==> src/rtl/u_xmit_gen.sv <==
// UART transmitter: circular TX FIFO feeding a registered frame generator
// (start, DATA_W data bits LSB first, optional parity, STOP_BITS stop bits).
module u_xmit_gen #(
  parameter int DATA_W     = 8,
  parameter int OVS        = 16,
  parameter int FIFO_DEPTH = 4,
  parameter int PARITY_EN  = 0,
  parameter int PARITY_ODD = 0,
  parameter int STOP_BITS  = 1
) (
  input  logic                          sys_clk,
  input  logic                          sys_rst,
  input  logic                          xmitH,
  input  logic [DATA_W-1:0]             xmit_dataH,
  output logic                          xmit_readyH,
  output logic                          uart_xmitH,
  output logic                          xmit_busyH,
  output logic                          xmit_doneH,
  output logic [$clog2(FIFO_DEPTH):0]   fifo_countH,
  output logic                          xmit_ovfH
);

  localparam int AW = $clog2(FIFO_DEPTH);
  localparam int CW = $clog2(OVS);
  localparam int BW = 4;

  typedef enum logic [2:0] {IDLE, START, DATA, PARITY, STOP} state_t;

  state_t              state_q;
  logic [CW-1:0]       cell_q;
  logic [BW-1:0]       bit_q;
  logic [DATA_W-1:0]   sh_q;
  logic                par_q, line_q, done_q;

  logic [DATA_W-1:0]   mem_q [FIFO_DEPTH];
  logic [AW-1:0]       wptr_q, rptr_q;
  logic [AW:0]         count_q;
  logic                ovf_q;

  logic                full, push, pop, cell_end, stop_last, frame_end;
  logic [DATA_W-1:0]   head;

  assign full      = (count_q == (AW+1)'(FIFO_DEPTH));
  assign push      = xmitH && !full;
  assign cell_end  = (cell_q == CW'(OVS-1));
  assign stop_last = (bit_q == BW'(STOP_BITS-1));
  assign frame_end = (state_q == STOP) && cell_end && stop_last;
  // Pop decisions use the registered count only, so a same-cycle write
  // never reaches the line before the following edge.
  assign pop       = (count_q != '0) && ((state_q == IDLE) || frame_end);
  assign head      = mem_q[rptr_q];

  always_ff @(posedge sys_clk) begin
    if (push) mem_q[wptr_q] <= xmit_dataH;
  end

  always_ff @(posedge sys_clk or posedge sys_rst) begin
    if (sys_rst) begin
      wptr_q  <= '0;
      rptr_q  <= '0;
      count_q <= '0;
      ovf_q   <= 1'b0;
    end else begin
      if (push) wptr_q <= wptr_q + 1'b1;
      if (pop)  rptr_q <= rptr_q + 1'b1;
      case ({push, pop})
        2'b10:   count_q <= count_q + 1'b1;
        2'b01:   count_q <= count_q - 1'b1;
        default: count_q <= count_q;
      endcase
      ovf_q <= ovf_q | (xmitH & full);
    end
  end

  always_ff @(posedge sys_clk or posedge sys_rst) begin
    if (sys_rst) begin
      state_q <= IDLE;
      cell_q  <= '0;
      bit_q   <= '0;
      sh_q    <= '0;
      par_q   <= 1'b0;
      line_q  <= 1'b1;
      done_q  <= 1'b0;
    end else begin
      // Raised one clock early so it is high during the frame's last clock.
      done_q <= (state_q == STOP) && stop_last && (cell_q == CW'(OVS-2));
      cell_q <= ((state_q == IDLE) || cell_end) ? '0 : cell_q + 1'b1;
      case (state_q)
        IDLE: if (pop) begin
          state_q <= START;
          line_q  <= 1'b0;
          sh_q    <= head;
          par_q   <= (^head) ^ (PARITY_ODD != 0);
        end
        START: if (cell_end) begin
          state_q <= DATA;
          line_q  <= sh_q[0];
          sh_q    <= sh_q >> 1;
          bit_q   <= '0;
        end
        DATA: if (cell_end) begin
          if (bit_q == BW'(DATA_W-1)) begin
            bit_q <= '0;
            if (PARITY_EN != 0) begin
              state_q <= PARITY;
              line_q  <= par_q;
            end else begin
              state_q <= STOP;
              line_q  <= 1'b1;
            end
          end else begin
            bit_q  <= bit_q + 1'b1;
            line_q <= sh_q[0];
            sh_q   <= sh_q >> 1;
          end
        end
        PARITY: if (cell_end) begin
          state_q <= STOP;
          line_q  <= 1'b1;
          bit_q   <= '0;
        end
        STOP: if (cell_end) begin
          if (stop_last) begin
            bit_q <= '0;
            if (pop) begin
              state_q <= START;
              line_q  <= 1'b0;
              sh_q    <= head;
              par_q   <= (^head) ^ (PARITY_ODD != 0);
            end else begin
              state_q <= IDLE;
              line_q  <= 1'b1;
            end
          end else begin
            bit_q <= bit_q + 1'b1;
          end
        end
        default: begin
          state_q <= IDLE;
          line_q  <= 1'b1;
        end
      endcase
    end
  end

  assign xmit_readyH = !full;
  assign uart_xmitH  = line_q;
  assign xmit_busyH  = (state_q != IDLE);
  assign xmit_doneH  = done_q;
  assign fifo_countH = count_q;
  assign xmit_ovfH   = ovf_q;

endmodule

==> config.mk <==
export PLATFORM = sky130hd
export DESIGN_NAME = u_xmit_gen
export DESIGN_NICKNAME = d
export VERILOG_FILES = /design/src/rtl/u_xmit_gen.sv
export SDC_FILE = /design/constraint.sdc
export NUM_CORES = 1
export LEC_CHECK = 0
export CAP_MARGIN = 15
export CORE_MARGIN = 5
export CORE_UTILIZATION = 46
export CTS_CLUSTER_DIAMETER = 40
export DETAILED_ROUTE_END_ITERATION = 8
export GPL_TIMING_DRIVEN = 0
export PLACE_DENSITY_LB_ADDON = 0.12
export SYNTH_ARGS = -nofsm -noshare
export SYNTH_HDL_FRONTEND = slang
export SYNTH_SLANG_ARGS = --single-unit
==> constraint.sdc <==
create_clock -name sys_clk -period 2.6 [get_ports sys_clk]
set_input_delay 0.78 -clock sys_clk [delete_from_list [all_inputs] [get_ports sys_clk]]
set_output_delay 0.78 -clock sys_clk [all_outputs]
set_load 0.03 [all_outputs]
==> metrics.txt, run 1 <==
outcome complete, no violations; number of synthesized flops with an enable pin 32; clock buffer depth 2; startpoint types register; DIE AREA 7580 sq um; Leakage 1.33 nW; overall power 3.99 mW; Final ANT Viol Nets 0; met1 usage 17.3%; met2 usage 24.9%; PwrDens 1180 nW/um^2; worst rel slew slack 49.1%; Initial DRT Pass Iterations 5; vias in the first global route 1832; Total Routing Usage GR 14.9%; #FFs+latches synth 61; register area share after synthesis 61.7%; commonest cells after routing, fill and taps aside edfxtp_1, dfrtp_1, clkdlybuf4s50_1, nand2_1, inv_1; crit path DAT 1.72 ns; VDD IR-drop max 0.000607 V; vias per cell 5.55; cell area after synthesis 2730 sq um; CTS tree yes; skew final 0.00641 ns; top_reg_cell synth edfxtp_1; Antenna diodes 0; final worst-path cycle share 96.3%; critical path fanouts, max 10; origin of the worst setup path state_q[0]$_DFFE_PP0P_; Worst-Skew Late Latency 0.33 ns; final wirelength 4970 microns; largest net degree at the start of global routing 30; gr ovfl total 0; critical path class register to primary output; worst hold path type register to register; FMAX 399 MHz; CTS clk-pin slew, worst paths 0.07 ns; Unique masters post-synth 41; Ys Warns 0; Final Hold Viols 0; via count 1753; Avg Cell Area, Syn 13.6 sq um; global-route wire length before repair 8460 microns; max_cap viols 0; most common cell after layout, fill and taps aside edfxtp_1; dpl ws -0.230 ns; routing usage on met3 5.01%; final worst setup slack 0.0964 ns; initial antenna violation count 0; Die Ht 87.1 microns; Hold-fix buffers, CTS 0; CTS root buffer clkbuf_8; synth-to-layout area growth 23.5%; Worst Tran Pin Value 0.763 ns; share of cells above drive strength 1 19.9%; die width 87.1 microns; Detailed Place HPWL 3400 microns; H-tree levels 3; hold path start xmit_ovfH$_DFF_PP0_; Synth Net Count 222; CP endpoint kind primary output; Pins Over Slew Limit 0; layer with the highest usage met2; Syn Inst Count 201; Initial Util 46.7%; TNS Setup 0 ns; CTS sink count 61; Worst EP required 1.82 ns; routed len/inst 15.7 microns; Setup violations, final 0; reg2reg start bit_q[0]$_DFFE_PP0P_; post-layout min period 2.50 ns; Core ar. 5850 sq um; cts bufs inserted 9; I/O pins 19; routability cong. 0.807; post-route DRC violation count 0; fillers 457; nets 257; First DRT Iteration DRCs 68; row count 28; ys async rst share 47.5%; port buffer count 18
[critical path, cell delays in order (launching register included)]
cell and delay [ns]:
dfrtp_1 0.41, buf_1 0.23, or3_4 0.46, clkdlybuf4s15_2 0.29
[per-layer routing]
layer	part of all wire [%]	wire, microns	vias up
li1	-	-	814
met4	1.7	83	0
met3	4.9	242	11
met1	42	2090	883
met5	0	0	-
met2	51	2550	45
[report_power, final]
group	switching (mW)	total (mW)	internal (mW)	leakage (nW)
clock	0.372	1.10	0.730	0.129
combinational	0.747	1.43	0.682	0.553
sequential	0.150	1.46	1.31	0.646
[metrics by stage]
stage,area (sq um),std cells,hold WS (ns),utilization [%]
2_1_floorplan,2740,201,0.452,-
3_3_place_gp,3010,294,0.450,51.5
3_5_place_dp,3010,294,0.460,51.5
4_1_cts,3320,315,0.475,56.8
5_1_grt,3380,316,0.506,57.7
6_report,3380,316,0.473,57.7
[Yosys cell counts, types with 3 or more instances]
master	number	area, sq um
inv_1	13	48.8
mux2_2	3	33.8
a2bb2oi_1	7	61.3
xor2_1	5	43.8
nand3_1	5	25.0
o22ai_1	8	50.1
edfxtp_1	32	961
mux4_2	8	180
nand2_1	12	45.0
nor3_1	7	35.0
o21ai_0	9	45.0
xnor2_1	4	35.0
nor2_1	10	37.5
and3_1	5	31.3
ha_1	9	113
clkbuf_1	5	18.8
dfrtp_1	28	701
[worst paths after layout]
kind,end,slack (ns),cells past startpoint
worst max-delay path,xmit_busyH,0.1,3
worst min-delay path,xmit_ovfH$_DFF_PP0_,0.47,1
worst max register to register,fifo_countH[2]$_DFFE_PP0P_,0.12,14
worst min register to register,xmit_ovfH$_DFF_PP0_,0.47,1
max in group asynchronous,uart_xmitH$_DFFE_PP1P_,1.31,3
min in group asynchronous,cell_q[2]$_DFF_PP0_,0.76,2
[sequential cells by signal (all words and copies together), names as in the netlist, 2 cells and up]
signal and cells:
mem_q 32, sh_q 8, bit_q 4, cell_q 4
fifo_countH 3, state_q 3, rptr_q 2, wptr_q 2
[final cells by class]
type	instances	area [sq um]	share of cell area, %
inverters	13	51.3	1.52
clock inverters	7	138	4.08
repair buffers	24	249	7.37
flip-flops and latches	61	1690	50.0
plain buffers	10	57.6	1.70
well taps	75	93.8	2.78
clock buffers	9	124	3.67
multi-input cells	117	976	28.9
[logic make-up after synthesis]
logic type / Yosys count / share of synthesized area, %
adders and majority gates: 10 / 4.85
and+or+nand+nor: 49 / 9.02
buffers and inverters: 23 / 3.39
AOI/OAI and AO/OA: 38 / 10.3
DFF: 61 / 61.7
muxes: 11 / 7.83
xor gates and xnor gates: 9 / 2.88
[what timing repair did]
action | 4_1_cts | 5_1_grt
setup endpoints to repair | 3 | 3
gates resized for setup | 9 | 9
pin swaps | 1 | 1
buffers inserted | 5 | 0
No activity file was read; power rests on OpenSTA's default activity.
==> run 2: changes to the inputs <==
--- a/config.mk
+++ b/config.mk
@@ -5,12 +5,12 @@
 export SDC_FILE = /design/constraint.sdc
 export NUM_CORES = 1
 export LEC_CHECK = 0
-export CAP_MARGIN = 15
+export CAP_MARGIN = 20
 export CORE_MARGIN = 5
 export CORE_UTILIZATION = 46
-export CTS_CLUSTER_DIAMETER = 40
 export DETAILED_ROUTE_END_ITERATION = 8
 export GPL_TIMING_DRIVEN = 0
+export MAX_ROUTING_LAYER = met4
 export PLACE_DENSITY_LB_ADDON = 0.12
 export SYNTH_ARGS = -nofsm -noshare
 export SYNTH_HDL_FRONTEND = slang
==> metrics.txt, run 2 (synthesis results as in run 1) <==
via count 1743 (-0.57%); crit-path cells buf_1, or3_4, clkdlybuf4s15_2; Pins Over Slew Limit 0 (unchanged); global-route wire length before repair 8480 microns (+0.25%); Worst EP required 1.82 ns (about the same); PwrDens 1180 nW/um^2 (about the same); critical path class register to primary output; CTS tree yes; Die Ht 87.1 microns (unchanged); Setup violations, final 0 (unchanged); FMAX 400 MHz (+0.19%); final worst setup slack 0.101 ns (+0.00479 ns); Initial Util 46.7% (unchanged); crit path DAT 1.72 ns (about the same); Buf+Inv Stages, Crit Path 2 (unchanged); Initial DRT Pass Iterations 4 (-1); post-route DRC violation count 0 (unchanged); max FFs per register 32 (unchanged); vias in the first global route 1825 (-0.38%); First DRT Iteration DRCs 83 (+22%); most common cell after layout, fill and taps aside edfxtp_1; Core ar. 5850 sq um (unchanged); largest net degree at the start of global routing 30 (unchanged); final worst-path cycle share 96.1% (-0.18 points); CTS root buffer clkbuf_8; Total Routing Usage GR 15.4% (+0.50 points); port buffer count 18 (unchanged); CTS sink count 61 (unchanged); vias per cell 5.52 (-0.57%); routability cong. 0.819 (+1.5%); placed cell count 294 (unchanged); synth-to-layout area growth 23.5% (unchanged); Detailed Place HPWL 3400 microns (unchanged); Final Hold Viols 0 (unchanged); CP endpoint kind primary output; clock buffer depth 2 (unchanged); row count 28 (unchanged); fillers 457 (unchanged); VDD IR-drop max 0.000608 V (about the same); Hold-fix buffers, CTS 0 (unchanged); largest registers mem_q: 32 flops, sh_q: 8 flops; CP top delay family buffers and inverters; max_cap viols 0 (unchanged); dpl ws -0.230 ns (unchanged); slowest cell delay on critical path 0.46 ns (about the same); share of cells above drive strength 1 19.9% (unchanged); slowest CP cell or3_4; Leakage 1.33 nW (unchanged); worst hold path type register to register; DIE AREA 7580 sq um (unchanged); nets 257 (unchanged); I/O pins 19 (unchanged); skew final 0.00607 ns (-0.000338 ns); commonest cells after routing, fill and taps aside edfxtp_1, dfrtp_1, clkdlybuf4s50_1, nand2_1, inv_1; initial antenna violation count 0 (unchanged); Worst-Skew Late Latency 0.33 ns (about the same); post-layout min period 2.50 ns (-0.00479 ns); final wirelength 4980 microns (+0.18%); cts bufs inserted 9 (unchanged); Final ANT Viol Nets 0 (unchanged); CTS clk-pin slew, worst paths 0.07 ns (about the same); critical path fanouts, max 10 (unchanged); H-tree levels 3 (unchanged); die width 87.1 microns (unchanged); routed len/inst 15.7 microns (+0.18%); Worst Tran Pin Value 0.763 ns (+0.000312 ns); outcome complete, no violations; gr ovfl total 0 (unchanged); most flop-heavy register mem_q; Antenna diodes 0 (unchanged); worst rel slew slack 49.1% (about the same); Non-Filler Instances 316 (unchanged); startpoint types register
## run 2: cell counts in the layout (fill, tap and decap cells not counted)
Identical to the previous run, type by type.
## run 2: cell type report
cell class	instances	area, sq um	share of cell area, %
clock inverters	7	138	4.08
inverters	13	51.3	1.52
multi-input cells	117	976	28.9
flip-flops and latches	61	1690	50.0
well taps	75	93.8	2.78
plain buffers	10	57.6	1.70
repair buffers	24	249	7.37
clock buffers	9	124	3.67
## run 2: metal layers
metal  track usage, %  part of all wire [%]
met5                -                     0
met4             5.44                   1.3
met3             6.15                   5.0
met2             24.8                    52
met1             17.4                    42
## run 2: worst register-to-register path, cell delays in order (launching register included)
cell,delay [ns]
dfrtp_1,0.39
inv_2,0.06
ha_1,0.13
or3b_4,0.38
buf_6,0.13
o21ai_1,0.11
nand2_1,0.10
buf_6,0.14
inv_4,0.06
ha_4,0.12
inv_1,0.05
fa_2,0.33
xor2_1,0.15
nor2_1,0.12
xor2_1,0.15
## run 2: worst paths after layout
check,from,depth (start not counted),endpoint,slack (ns)
max,state_q[0]$_DFFE_PP0P_,3,xmit_busyH,0.10
min,xmit_ovfH$_DFF_PP0_,1,xmit_ovfH$_DFF_PP0_,0.47
max reg2reg,bit_q[0]$_DFFE_PP0P_,14,fifo_countH[2]$_DFFE_PP0P_,0.12
min reg2reg,xmit_ovfH$_DFF_PP0_,1,xmit_ovfH$_DFF_PP0_,0.47
max in group asynchronous,sys_rst,3,uart_xmitH$_DFFE_PP1P_,1.31
min in group asynchronous,sys_rst,2,cell_q[2]$_DFF_PP0_,0.76
## run 2: through the flow
stage | setup TNS, ns | total power [mW] | instance area (sq um) | util (%) | hold slack (ns)
after CTS | 0 | 3.99 | 3320 | 56.8 | 0.475
after global placement | -0.137 | 2.78 | 3010 | 51.5 | 0.450
after global routing | -0.0163 | 4.25 | 3380 | 57.7 | 0.506
after floorplan | 0 | 2.47 | 2740 | - | 0.452
final | 0 | 3.99 | 3380 | 57.7 | 0.473
after detailed placement | -0.249 | 2.85 | 3010 | 51.5 | 0.460
## run 2: where the power goes
group / switching, mW / internal, mW / leakage [nW]
sequential: 0.150 / 1.31 / 0.646
combinational: 0.746 / 0.682 / 0.553
clock: 0.372 / 0.730 / 0.129
total: 1.27 / 2.72 / 1.33
## run 2: repair_timing
action / in CTS / in global routing
setup endpoints to repair: 3 / 3
pin swaps: 1 / 1
gates resized for setup: 9 / 9
buffers inserted: 5 / 0
